### config.mk
export PLATFORM = sky130hd
export DESIGN_NAME = decode_stage
export DESIGN_NICKNAME = d
export VERILOG_FILES = /design/src/rtl/decode_pkg.sv /design/src/rtl/decode_comb.sv /design/src/rtl/decode_stage.sv
export SDC_FILE = /design/constraint.sdc
export NUM_CORES = 1
export LEC_CHECK = 0
export ABC_CLOCK_PERIOD_IN_PS = 6400
export BUFFER_PORTS_ARGS = -buffer_cell sky130_fd_sc_hd__buf_2
export CAP_MARGIN = 10
export CORE_MARGIN = 2
export CORE_UTILIZATION = 50
export DETAILED_ROUTE_END_ITERATION = 10
export GPL_TIMING_DRIVEN = 0
export PLACE_DENSITY = 0.73
export SLEW_MARGIN = 15
export SYNTH_ARGS = -nofsm -noshare
export SYNTH_HDL_FRONTEND = slang
export SYNTH_SLANG_ARGS = --single-unit
### constraint.sdc
create_clock -name clk -period 6.4 [get_ports clk]
set_input_delay 1.28 -clock clk [delete_from_list [all_inputs] [get_ports clk]]
set_output_delay 1.28 -clock clk [all_outputs]
set_load 0.01 [all_outputs]
### src/rtl/decode_pkg.sv
// decode_pkg: shared op/immediate enums, opcode constants and the stored decode bundle
package decode_pkg;
    typedef enum logic [5:0] {
        OP_LUI, OP_AUIPC, OP_JAL, OP_JALR,
        OP_BEQ, OP_BNE, OP_BLT, OP_BGE, OP_BLTU, OP_BGEU,
        OP_LB, OP_LH, OP_LW, OP_LBU, OP_LHU,
        OP_SB, OP_SH, OP_SW,
        OP_ADDI, OP_SLTI, OP_SLTIU, OP_XORI, OP_ORI, OP_ANDI, OP_SLLI, OP_SRLI, OP_SRAI,
        OP_ADD, OP_SUB, OP_SLL, OP_SLT, OP_SLTU, OP_XOR, OP_SRL, OP_SRA, OP_OR, OP_AND,
        OP_FENCE, OP_ECALL, OP_EBREAK,
        OP_MUL, OP_MULH, OP_MULHSU, OP_MULHU, OP_DIV, OP_DIVU, OP_REM, OP_REMU,
        OP_ILLEGAL = 6'h3F
    } op_e;

    typedef enum logic [2:0] {IMM_I, IMM_S, IMM_B, IMM_U, IMM_J, IMM_SHAMT, IMM_NONE} imm_sel_e;

    typedef enum logic [1:0] {ST_EMPTY, ST_ONE, ST_TWO} state_e;

    localparam logic [6:0] OPC_LUI      = 7'b0110111;
    localparam logic [6:0] OPC_AUIPC    = 7'b0010111;
    localparam logic [6:0] OPC_JAL      = 7'b1101111;
    localparam logic [6:0] OPC_JALR     = 7'b1100111;
    localparam logic [6:0] OPC_BRANCH   = 7'b1100011;
    localparam logic [6:0] OPC_LOAD     = 7'b0000011;
    localparam logic [6:0] OPC_STORE    = 7'b0100011;
    localparam logic [6:0] OPC_OP_IMM   = 7'b0010011;
    localparam logic [6:0] OPC_OP       = 7'b0110011;
    localparam logic [6:0] OPC_MISC_MEM = 7'b0001111;
    localparam logic [6:0] OPC_SYSTEM   = 7'b1110011;

    // imm is kept at 32 bits; the stage sign-extends it to XLEN
    typedef struct packed {
        op_e         op;
        logic [31:0] imm;
        logic [4:0]  rs1;
        logic [4:0]  rs2;
        logic [4:0]  rd;
        logic        rs1_en;
        logic        rs2_en;
        logic        rd_en;
        logic        illegal;
    } decoded_s;
endpackage

### src/rtl/decode_comb.sv
// decode_comb: combinational RV32I decoder; DECODE_RV32M_EN enables the M-extension ops
module decode_comb
    import decode_pkg::*;
(
    input  logic [31:0] instr,
    output decoded_s    dec
);
    logic [6:0] opc;
    logic [6:0] f7;
    logic [2:0] f3;
    op_e op;
    imm_sel_e sel;
    logic r1, r2, wr;
    logic [31:0] imm;
    assign opc = instr[6:0];
    assign f3  = instr[14:12];
    assign f7  = instr[31:25];
    always_comb begin
        op = OP_ILLEGAL; sel = IMM_NONE; r1 = 1'b0; r2 = 1'b0; wr = 1'b0;
        case (opc)
            OPC_LUI:   begin op = OP_LUI;   sel = IMM_U; wr = 1'b1; end
            OPC_AUIPC: begin op = OP_AUIPC; sel = IMM_U; wr = 1'b1; end
            OPC_JAL:   begin op = OP_JAL;   sel = IMM_J; wr = 1'b1; end
            OPC_JALR:  begin op = (f3 == 3'b000) ? OP_JALR : OP_ILLEGAL; sel = IMM_I; r1 = 1'b1; wr = 1'b1; end
            OPC_BRANCH: begin
                sel = IMM_B; r1 = 1'b1; r2 = 1'b1;
                case (f3)
                    3'b000: op = OP_BEQ;
                    3'b001: op = OP_BNE;
                    3'b100: op = OP_BLT;
                    3'b101: op = OP_BGE;
                    3'b110: op = OP_BLTU;
                    3'b111: op = OP_BGEU;
                    default: ;
                endcase
            end
            OPC_LOAD: begin
                sel = IMM_I; r1 = 1'b1; wr = 1'b1;
                case (f3)
                    3'b000: op = OP_LB;
                    3'b001: op = OP_LH;
                    3'b010: op = OP_LW;
                    3'b100: op = OP_LBU;
                    3'b101: op = OP_LHU;
                    default: ;
                endcase
            end
            OPC_STORE: begin
                sel = IMM_S; r1 = 1'b1; r2 = 1'b1;
                case (f3)
                    3'b000: op = OP_SB;
                    3'b001: op = OP_SH;
                    3'b010: op = OP_SW;
                    default: ;
                endcase
            end
            OPC_OP_IMM: begin
                sel = (f3 == 3'b001 || f3 == 3'b101) ? IMM_SHAMT : IMM_I; r1 = 1'b1; wr = 1'b1;
                case (f3)
                    3'b000: op = OP_ADDI;
                    3'b010: op = OP_SLTI;
                    3'b011: op = OP_SLTIU;
                    3'b100: op = OP_XORI;
                    3'b110: op = OP_ORI;
                    3'b111: op = OP_ANDI;
                    3'b001: op = (f7 == 7'b0000000) ? OP_SLLI : OP_ILLEGAL;
                    default: op = (f7 == 7'b0000000) ? OP_SRLI : (f7 == 7'b0100000) ? OP_SRAI : OP_ILLEGAL;
                endcase
            end
            OPC_OP: begin
                r1 = 1'b1; r2 = 1'b1; wr = 1'b1;
                if (f7 == 7'b0000000) begin
                    case (f3)
                        3'b000: op = OP_ADD;
                        3'b001: op = OP_SLL;
                        3'b010: op = OP_SLT;
                        3'b011: op = OP_SLTU;
                        3'b100: op = OP_XOR;
                        3'b101: op = OP_SRL;
                        3'b110: op = OP_OR;
                        default: op = OP_AND;
                    endcase
                end else if (f7 == 7'b0100000) begin
                    op = (f3 == 3'b000) ? OP_SUB : (f3 == 3'b101) ? OP_SRA : OP_ILLEGAL;
                end
`ifdef DECODE_RV32M_EN
                else if (f7 == 7'b0000001) begin
                    op = op_e'(6'(OP_MUL) + 6'(f3));
                end
`endif
            end
            OPC_MISC_MEM: op = (f3 == 3'b000) ? OP_FENCE : OP_ILLEGAL;
            OPC_SYSTEM: begin
                if (instr[31:21] == 11'd0 && instr[19:7] == 13'd0)
                    op = instr[20] ? OP_EBREAK : OP_ECALL;
            end
            default: ;
        endcase
    end
    always_comb begin
        imm = (sel == IMM_I)     ? {{20{instr[31]}}, instr[31:20]} :
              (sel == IMM_S)     ? {{20{instr[31]}}, instr[31:25], instr[11:7]} :
              (sel == IMM_B)     ? {{19{instr[31]}}, instr[31], instr[7], instr[30:25], instr[11:8], 1'b0} :
              (sel == IMM_U)     ? {instr[31:12], 12'd0} :
              (sel == IMM_J)     ? {{11{instr[31]}}, instr[31], instr[19:12], instr[20], instr[30:21], 1'b0} :
              (sel == IMM_SHAMT) ? {27'd0, instr[24:20]} : 32'd0;
        dec.op      = op;
        dec.illegal = (op == OP_ILLEGAL);
        dec.imm     = dec.illegal ? 32'd0 : imm;
        dec.rs1     = instr[19:15];
        dec.rs2     = instr[24:20];
        dec.rd      = instr[11:7];
        dec.rs1_en  = r1 & ~dec.illegal;
        dec.rs2_en  = r2 & ~dec.illegal;
        dec.rd_en   = wr & ~dec.illegal & (instr[11:7] != 5'd0);
    end
endmodule

### src/rtl/decode_stage.sv
// decode_stage: registered decode with output + skid register; DECODE_RV32M_EN passes to decode_comb
module decode_stage
    import decode_pkg::*;
#(
    parameter int XLEN = 32,
    parameter int PC_W = 32
) (
    input  logic            clk,
    input  logic            rst,
    input  logic            flush,
    input  logic            in_valid,
    output logic            in_ready,
    input  logic [31:0]     in_instr,
    input  logic [PC_W-1:0] in_pc,
    output logic            out_valid,
    input  logic            out_ready,
    output logic [PC_W-1:0] out_pc,
    output logic [5:0]      out_op,
    output logic [XLEN-1:0] out_imm,
    output logic [4:0]      out_rs1,
    output logic [4:0]      out_rs2,
    output logic [4:0]      out_rd,
    output logic            out_rs1_en,
    output logic            out_rs2_en,
    output logic            out_rd_en,
    output logic            out_illegal
);
    state_e state_q, state_d;
    decoded_s dec, out_q, out_d, skid_q, skid_d;
    logic [PC_W-1:0] out_pc_q, out_pc_d, skid_pc_q, skid_pc_d;
    logic in_ready_q, in_ready_d, acc, pop;

    decode_comb u_comb (.instr(in_instr), .dec(dec));

    assign acc = in_valid & in_ready_q;
    assign pop = out_valid & out_ready;
    assign in_ready_d = (state_d != ST_TWO);
    always_comb begin
        state_d = state_q; out_d = out_q; out_pc_d = out_pc_q; skid_d = skid_q; skid_pc_d = skid_pc_q;
        if (flush) state_d = ST_EMPTY;
        else case (state_q)
            ST_EMPTY: if (acc) begin state_d = ST_ONE; out_d = dec; out_pc_d = in_pc; end
            ST_ONE: begin
                if (acc && pop) begin out_d = dec; out_pc_d = in_pc; end
                else if (acc) begin state_d = ST_TWO; skid_d = dec; skid_pc_d = in_pc; end
                else if (pop) state_d = ST_EMPTY;
            end
            ST_TWO: if (pop) begin state_d = ST_ONE; out_d = skid_q; out_pc_d = skid_pc_q; end
            default: state_d = ST_EMPTY;
        endcase
    end
    always_ff @(posedge clk) begin
        if (rst) begin
            state_q <= ST_EMPTY; in_ready_q <= 1'b1;
            out_q <= '0; out_pc_q <= '0; skid_q <= '0; skid_pc_q <= '0;
        end else begin
            state_q <= state_d; in_ready_q <= in_ready_d;
            out_q <= out_d; out_pc_q <= out_pc_d; skid_q <= skid_d; skid_pc_q <= skid_pc_d;
        end
    end

    assign in_ready    = in_ready_q;
    assign out_valid   = (state_q != ST_EMPTY);
    assign out_pc      = out_pc_q;
    assign out_op      = out_q.op;
    assign out_imm     = XLEN'(signed'(out_q.imm));
    assign out_rs1     = out_q.rs1;
    assign out_rs2     = out_q.rs2;
    assign out_rd      = out_q.rd;
    assign out_rs1_en  = out_q.rs1_en;
    assign out_rs2_en  = out_q.rs2_en;
    assign out_rd_en   = out_q.rd_en;
    assign out_illegal = out_q.illegal;
endmodule

# Word-level counts from Yosys, hierarchy flattened
# Index checks and enable logic that the tools add are counted.
# totals
reg_bits	181
latch_bits	0
ramBits	0
rom_bits	0
memories	0
# classes
n_addsub	0
n_mul	0
div_mod_pow	0
order_cmp	0
eq_ne	31
n_shift	0
mux	44
bitwise	9
reduce_logical	19
# op_table
cell	count
$mux 32	9
$mux 57	3
$pmux 57 s3	1
$pmux 32 s3	1
$pmux 6 s7	2
$pmux 6 s11	1
$mux 6	8
$pmux 6 s6	1
$pmux 6 s5	1
$eq 7x6->1 const B	4
$eq 7x7->1 const B	4
$eq 3x3->1 const B	6
$pmux 3 s6	1
$pmux 6 s3	1
$mux 5	3
$eq 7x5->1 const B	2
$logic_not 13->1	1
$eq 3x2->1 const B	4
$mux 2	6
$logic_not 11->1	1
$ne 2x2->1 const B	4
$eq 7x2->1 const B	1
$eq 7x4->1 const B	1
$logic_not 7->1	1
22 further kinds	36

# Longest topological paths before layout
# Gate-level depths: netlist (run 1).
# logic_depth
depth_word	14
depth_mapped	13
depth_no_buf	9

# Modules after synthesis
# From an unflattened synthesis (run 1), not the netlist that was laid out.
# unflattened
cells_unflattened	1070
hier_area_um2	8628.3
# modules_own_cells
mod	instances	cells_per_inst	area_each_um2	seq_area_each_um2
decode_stage	1	800	7054.3	3623.5
decode_comb	1	270	1574.0	0.0

# Least setup slack after synthesis (run 1)
# Ideal clock, no wire load.
# synth_path
kind	input to register
from	input port in_instr[14]
to	register skid_q[50] in the netlist's numbering
t_arrival_ns	3.561
slack_ns	2.722
stages	12
n_path_buf	4
path_cell_list	buf_2 -> inv_1 -> ha_1 -> clkbuf_1 -> nor3b_2 -> o21a_1 -> o31ai_1 -> a211oi_4 -> or3_1 -> buf_4 -> buf_6 -> a32o_1
# synth_via
elab_chain_cells	11
word_cells_on_any_way	38
classes_between	eq/ne: 12; mux: 21; reduce/logical: 5
# synth_lines
item	line	rtl
from (decl)	decode_stage.sv:13	input logic [31:0] in_instr,
$eq 3x1->1 / $eq 3x3->1 (equally long branches)	--	
$logic_or 1x1->1	decode_comb.sv:58	sel = (f3 == 3'b001 || f3 == 3'b101) ? IMM_SHAMT : IMM_I; r1 = 1'b1; wr = 1'b1;
$mux 3	decode_comb.sv:58	
$pmux 3 s6	decode_comb.sv:20	case (opc)
$eq 3x3->1	decode_comb.sv:105	(sel == IMM_J) ? {{11{instr[31]}}, instr[31], instr[19:12], instr[20], instr[30:21], 1'b0} :
$mux 32	decode_comb.sv:105	
$mux 32	decode_comb.sv:104	(sel == IMM_U) ? {instr[31:12], 12'd0} :
$mux 32	decode_comb.sv:103	(sel == IMM_B) ? {{19{instr[31]}}, instr[31], instr[7], instr[30:25], instr[11:8], 1'b0} :
$mux 32	decode_comb.sv:102	(sel == IMM_S) ? {{20{instr[31]}}, instr[31:25], instr[11:7]} :
$mux 32	decode_comb.sv:101	imm = (sel == IMM_I) ? {{20{instr[31]}}, instr[31:20]} :
$mux 32 *	decode_comb.sv:109	dec.imm = dec.illegal ? 32'd0 : imm;
to (signal assigned)	decode_stage.sv:58	out_q <= out_d; out_pc_q <= out_pc_d; skid_q <= skid_d; skid_pc_q <= skid_pc_d;
to (decl)	decode_stage.sv:29	decoded_s dec, out_q, out_d, skid_q, skid_d;
# Every way passes the cells marked *; elsewhere a longest branch is shown, timed or not.
# A chain may end at the register's enable or synchronous reset.

# Worst setup path in the final report (run 1)
# layout_path
from	input port in_instr[14]
to	register skid_q[29] in the netlist's numbering
# The elaborated chain is that of the path after synthesis.

==> results by group, run 1 <==
Clocking
  • Hold-fix buffers, CTS: 0
  • CTS Buffer Depth: 2
  • Clock Root Buffer: clkbuf_16
  • CTS Buf Count: 17
  • Clk Latency, worst-skew pair: between 400 and 500 ps
  • CTS tree: built
  • Postcts setup bufs: 0
  • CTS-repair resized insts: 0
  • H-tree levels: 4
  • Clk pin slew, worst setup/hold paths: about 70 ps
  • Clock Sinks: 181

Placed design
  • Placement Cell Area: between 0.009 and 0.01 mm2
  • Global placement routability congestion: 0.959
  • I/O Buffers: 156
  • DP Cell Count: approximately 1500
  • Dpl hpwl: 20900 um

STA
  • Final Hold Viols: 0
  • Worst slew pin tran: ~1200 ps
  • Final Critical Period: around 4200 ps
  • RSZ-0062 raised after global routing: false
  • Sum Neg Setup Slack: 0 ps
  • Setup-failing EPs final: 0
  • Slew Limit Fails: 0
  • Clk_skew: 6.84 ps
  • Relative slew slack: between 20% and 30%
  • Peak Freq: between 200 and 250 MHz
  • Final Cycle Share: 65.0%

Critical path
  • Worst EP arrival: ~4500 ps
  • CP endpoint kind: register
  • Crit path kind: input pin to register
  • CP Launch Type: input pin
  • Max Fanout on Critical Path: 10
  • Reg2Reg Setup Slack: 3370 ps
  • Worst Path Required: between 6000 and 7000 ps

Global route
  • Global route overflow: 0
  • Global-route wire length before repair: approximately 44000 um
  • Initial antenna violation count: 1
  • Vias in the first global route: 8443
  • Tot GR Track Use: around 30%
  • Largest net degree at the start of global routing: 17

Route
  • Wire per inst: about 18 um
  • Metal3 WL: between 2000 and 3000 um
  • 1st-iter DRT viols: a little under 1000
  • DR DRC count: 0
  • Max Used Layer: met5
  • Met1 wire length: roughly 12000 um
  • Metal2 WL: ~13000 um
  • Total vias in the final route: roughly 9200
  • Drt pass-1 iters: 7
  • Post-DRT Antenna Nets: 0
  • Routed WL: 28400 um
  • Vias per std cell: just under 6

Power and ir drop
  • Sequential power share: a little under half
  • Clk pwr share: 42.7%
  • Sw frac: a little over a quarter
  • Leakage: a little over 4 nW
  • Combinational power share: ~12%
  • Pint: 0.00191 W
  • Net switching power: 0.000706 W
  • Peak VDD IR: roughly 0.00019 V
  • Design Power: between 0.002 and 0.003 W
  • Pwr Density: approximately 250 mW/mm2

Final layout
  • Post-route cell area: approximately 0.010 mm2
  • Final #Nets: between 1000 and 1500
  • Layout fillers: ~1600
  • Share of layout cells above drive strength 1: 18.5%
  • Fin cells: 1537
  • Area growth from synthesis to layout: 19.3%

Synth
  • Total nets after synthesis: approximately 1200
  • Cell Area, Synth: between 0.008 and 0.009 mm2
  • Sequential share of the synthesized area: about two fifths
  • Ys Warns: 0
  • Async S/R FF share, synth: 0%
  • Post-synth EDFFs: 0
  • Yosys cell types: 75
  • FF+latch count, synth: ~180
  • Yosys top cell area share: around two fifths
  • Yosys top cell by area: dfxtp_1
  • Mapped Cells: about 1100
  • Avg Inst Size Synth: a little under 8 um2
  • Top_reg_cell synth: dfxtp_1
  • Top-count cell post-synth: nand2_1
  • Most common library cells after synthesis: nand2_1 (258), dfxtp_1 (181), a21oi_1 (112)
  • Synth top area cells: dfxtp_1 (41%), nand2_1 (11%), a21oi_1 (6.4%)

Floorplanning
  • Ports: 160
  • Die area: between 0.015 and 0.02 mm2
  • Die Y-Extent: about 140 um
  • # rows: 48
  • Initial Util: approximately 50%
  • Die W: about 140 um
  • CORE AREA: between 0.015 and 0.02 mm2

Hold path
  • Worst Hold Class: register to register

Job
  • MaxCap Viol Count: 0

Outcome
  • Status: completed
final timing paths:
path / startpoint / endpoint / cells past startpoint
setup / recovery: in_instr[14] / skid_q[29] / 12
hold / removal: skid_q[24] / skid_q[24] / 2
hold reg to reg: skid_q[24] / skid_q[24] / 2
setup reg to reg: state_q[0] / out_op[3] / 7
cells by family after synthesis:
kind of cell / synth area share (%)
compound gates: 27.0
xor+xnor: 0.200
fa+ha+maj: 0.857
buf+inv: 5.28
flops: 41.3
mux: 0.114
simple gates: 25.2
cells in the final DEF, fill, tap and decap left out, types with 6 or more instances in the layout:
cell,instances
a32o_1,12
o31ai_1,12
o31ai_2,8
nand4_1,10
inv_1,8
and3_1,21
nand2_1,258
o22ai_1,8
buf_2,172
nand3_1,11
nor2b_1,8
and2_1,9
o2bb2ai_1,6
clkbuf_1,70
buf_1,8
nand2b_1,7
o21ai_1,6
a311oi_1,47
ha_1,6
dfxtp_1,181
nor3_1,15
a211oi_1,10
o32ai_2,6
o21ai_0,52
a21oi_1,112
a21o_1,6
nor2_1,102
nor4_1,6
clkbuf_16,17
final cells by class:
cell class              count  area (um2)  area share (%)
diodes                      1        2.50          0.0239
plain buffers             100         429            4.11
clock buffers              19         453            4.33
clock inverters            13         170            1.63
inverters                   9        33.8           0.323
multi-input cells         833        4680            44.8
flip-flops and latches    181        3620            34.7
well taps                 225         282            2.69
repair buffers            156         781            7.47
per-stage QoR:
stage / worst slack (ps) / utilization (%) / hold WS [ps]
finish: 2240 / 60.6 / 442
global placement: 1820 / 57.0 / 425
detailed placement: 1890 / 57.0 / 434
global route: 1960 / 60.6 / 461
floorplan: 2720 / - / 417
CTS: 2330 / 60.6 / 443
worst max-delay path: stages:
cell,delay [ps]
buf_2,120
buf_2,180
inv_1,230
ha_1,190
clkbuf_1,340
nor3b_2,120
o31ai_1,360
a221o_1,370
o22ai_2,230
o31ai_2,480
clkbuf_1,400
o21ai_0,160
registers in the layout, indices dropped and copies added (netlist names), 2 cells and up:
register   flops
out_pc        32
out_rs1        5
out_rs2        5
skid_pc_q     32
out_imm       32
out_op         6
skid_q        57
state_q        2
out_rd         5
routing by layer:
| metal | up-vias | track usage (%) |
|---|---|---|
| met2 | 441 | 48.8 |
| met5 | - | 0 |
| met1 | 4312 | 41.0 |
| met4 | 2 | 11.5 |
| met3 | 70 | 5.59 |
| li1 | 4347 | - |
power by group through the flow:
stage	combinational (W)	sequential [W]	clock, W
floorplan	0.000168	0.00122	0
global placement	0.000309	0.00121	0
detailed placement	0.000311	0.00121	0
CTS	0.000313	0.00118	0.00112
global route	0.000348	0.00118	0.00116
finish	0.000317	0.00118	0.00112
(Power assumes the default switching activity.)
==> run 2: changes to the inputs <==
--- a/config.mk
+++ b/config.mk
@@ -5,7 +5,8 @@
 export SDC_FILE = /design/constraint.sdc
 export NUM_CORES = 1
 export LEC_CHECK = 0
-export ABC_CLOCK_PERIOD_IN_PS = 6400
+export ABC_AREA = 1
+export ABC_CLOCK_PERIOD_IN_PS = 4200
 export BUFFER_PORTS_ARGS = -buffer_cell sky130_fd_sc_hd__buf_2
 export CAP_MARGIN = 10
 export CORE_MARGIN = 2
==> constraint.sdc (replaced) <==
create_clock -name clk -period 4.2 [get_ports clk]
set_input_delay 0.84 -clock clk [delete_from_list [all_inputs] [get_ports clk]]
set_output_delay 0.84 -clock clk [all_outputs]
set_load 0.01 [all_outputs]
==> results by group, run 2 <==
Outcome
  • Status: completed

Critical path
  • Crit path top cell by count: nand2_1
  • Slowest stage delay, CP: about 230 ps
  • Max Fanout on Critical Path: 12
  • Crit path kind: input pin to register
  • Crit path cell chain: buf_2, inv_2, buf_6, ha_1, inv_1, nand2_1, inv_1, nand2_2, nand4_1, nand2_1, nand3_1, nand3_4, buf_6, o21ai_2, nand2_1, nand2_1, a21oi_1
  • Critical path buffer and inverter count: 6
  • CP Launch Type: input pin
  • Max stage delay cell, worst path: nand3_1
  • Worst EP arrival: about 3000 ps
  • Worst Path Required: ~4500 ps
  • Crit-path leading delay family: simple AND/OR/NAND/NOR gates
  • CP endpoint kind: register

Synth
  • Synth top area cells: dfxtp_1 (41%), nand2_1 (17%), a21oi_1 (8.1%)
  • Async S/R FF share, synth: 0%
  • Mapped Cells: 1323
  • Yosys top cell area share: about two fifths
  • Top-count cell post-synth: nand2_1
  • Avg Inst Size Synth: 6.72 um2
  • FF+latch count, synth: between 150 and 200
  • Post-synth EDFFs: 0
  • Top_reg_cell synth: dfxtp_1
  • Ys Warns: 0
  • Total nets after synthesis: 1398
  • Yosys top cell by area: dfxtp_1
  • Most common library cells after synthesis: nand2_1 (399), dfxtp_1 (181), nor2_1 (154)
  • Cell Area, Synth: slightly below 0.009 mm2
  • Yosys cell types: 38
  • Sequential share of the synthesized area: 40.8%

Route
  • DR DRC count: 0
  • Routed WL: 27100 um
  • Vias per std cell: 5.35
  • Total vias in the final route: about 9300
  • Post-DRT Antenna Nets: 0
  • 1st-iter DRT viols: 847
  • Wire per inst: 15.6 um
  • Drt pass-1 iters: 5

Clocking
  • H-tree levels: 4
  • Clock Sinks: 181
  • Hold-fix buffers, CTS: 0
  • CTS tree: built
  • Postcts setup bufs: 0
  • CTS Buffer Depth: 2
  • Clock Root Buffer: clkbuf_16
  • Clk pin slew, worst setup/hold paths: 70 ps
  • CTS-repair resized insts: 0
  • Clk Latency, worst-skew pair: 440 ps
  • CTS Buf Count: 17

STA
  • Final worst-path setup slack: about 1500 ps
  • Slew Limit Fails: 0
  • Sum Neg Setup Slack: 0 ps
  • Worst slew pin tran: ~640 ps
  • Final Hold Viols: 0
  • Final Cycle Share: approximately 65%
  • Clk_skew: 10.6 ps
  • RSZ-0062 raised after global routing: false
  • WHS: approximately 450 ps
  • Final Critical Period: around 2700 ps
  • Peak Freq: approximately 370 MHz
  • Relative slew slack: 57.1%
  • Setup-failing EPs final: 0

Floorplanning
  • CORE AREA: 0.0174 mm2
  • Initial Util: approximately half
  • Die area: 0.0189 mm2
  • # rows: 48
  • Die Y-Extent: approximately 140 um
  • Ports: 160
  • Die W: between 100 and 150 um

Global route
  • Global-route wire length before repair: 42900 um
  • Vias in the first global route: 8363
  • Tot GR Track Use: roughly 29%
  • Largest net degree at the start of global routing: 17
  • Initial antenna violation count: 0
  • Global route overflow: 0

Hold path
  • Worst Hold Class: register to register

Final layout
  • Core Util, Final: around three fifths
  • Commonest non-fill, non-tap cells in the layout: nand2_1 (399), dfxtp_1 (181), buf_2 (160)
  • Commonest non-fill, non-tap cell in the layout: nand2_1
  • Number of flip-flops under the largest register name: 57
  • N_diodes: 0
  • Share of layout cells above drive strength 1: around 17%
  • Top reg by flops: skid_q
  • Final #Nets: 1574
  • Area growth from synthesis to layout: 18.8%

Job
  • MaxCap Viol Count: 0

Placed design
  • Dpl hpwl: roughly 20000 um
  • Pre-CTS setup slack: 1070 ps
  • I/O Buffers: approximately 160
  • Global placement routability congestion: ~0.99

Power and ir drop
  • Leakage: about 5.1 nW
  • Pwr Density: ~370 mW/mm2
  • Peak VDD IR: 0.000307 V
[run 2: cell count changes after synthesis, sizes merged, moves of 17 or more]
cell	previous run	this run
a21oi	113	148
a311oi	47	0
a31oi	5	49
and3	21	0
inv	9	67
nand2	258	417
nand3	11	28
nor2	102	162
o21ai	58	142
o21bai	2	20
o31ai	20	1
[run 2: final timing paths]
path	startpoint	end	slack [ps]	cells past startpoint
hold reg to reg	skid_q[10]	skid_q[10]	450	2
setup / recovery	in_instr[14]	out_imm[2]	1490	17
setup reg to reg	state_q[0]	skid_q[25]	1800	7
hold / removal	skid_q[10]	skid_q[10]	450	2
[run 2: area by class of cell]
class                   instances  area [um2]
repair buffers                157         786
flip-flops and latches        181        3620
plain buffers                  88         402
multi-input cells             987        4610
well taps                     225         282
fillers                      1717        6800
inverters                      67         251
clock buffers                  18         429
clock inverters                13         175
[run 2: cells by family (layout without fill, tap and decap cells)]
logic type,count (synthesis),count (layout),share of synthesized area [%]
adder cells (fa/ha/maj),6,6,0.845
AND/OR/NAND/NOR,616,616,28.0
flip-flops,181,181,40.8
buffers and inverters,155,343,7.35
AO/OA/AOI/OAI,365,365,23.0
[run 2: per-layer routing]
metal | track usage, % | up-vias | wire (um)
li1 | - | 4688 | -
met4 | 9.28 | 0 | 505
met3 | 4.82 | 40 | 1960
met5 | 0 | - | 0
met1 | 39.1 | 4243 | 12200
met2 | 47.5 | 322 | 12400
[run 2: worst reg2reg max path: cells and delay by family (launching register included)]
| family | cells | cell delay, ps |
|---|---|---|
| AOI/OAI and AO/OA | 1 | 160 |
| buffers and inverters | 4 | 1350 |
| DFF | 1 | 350 |
| and+or+nand+nor | 2 | 400 |
[run 2: report_power, final]
| part | internal, W | switching [W] |
|---|---|---|
| Sequential | 0.00177 | 0.0000222 |
| Combinational | 0.000152 | 0.000301 |
| Clock | 0.000944 | 0.000709 |
[run 2: metrics by stage]
| step | total power (W) | cells | instance area (um2) |
|---|---|---|---|
| finish | 0.00389 | 1736 | 10600 |
| global route | 0.00403 | 1736 | 10600 |
| CTS | 0.00391 | 1736 | 10600 |
| detailed placement | 0.00227 | 1705 | 9960 |
| global placement | 0.00227 | 1705 | 9960 |
| floorplan | 0.00210 | 1323 | 8890 |
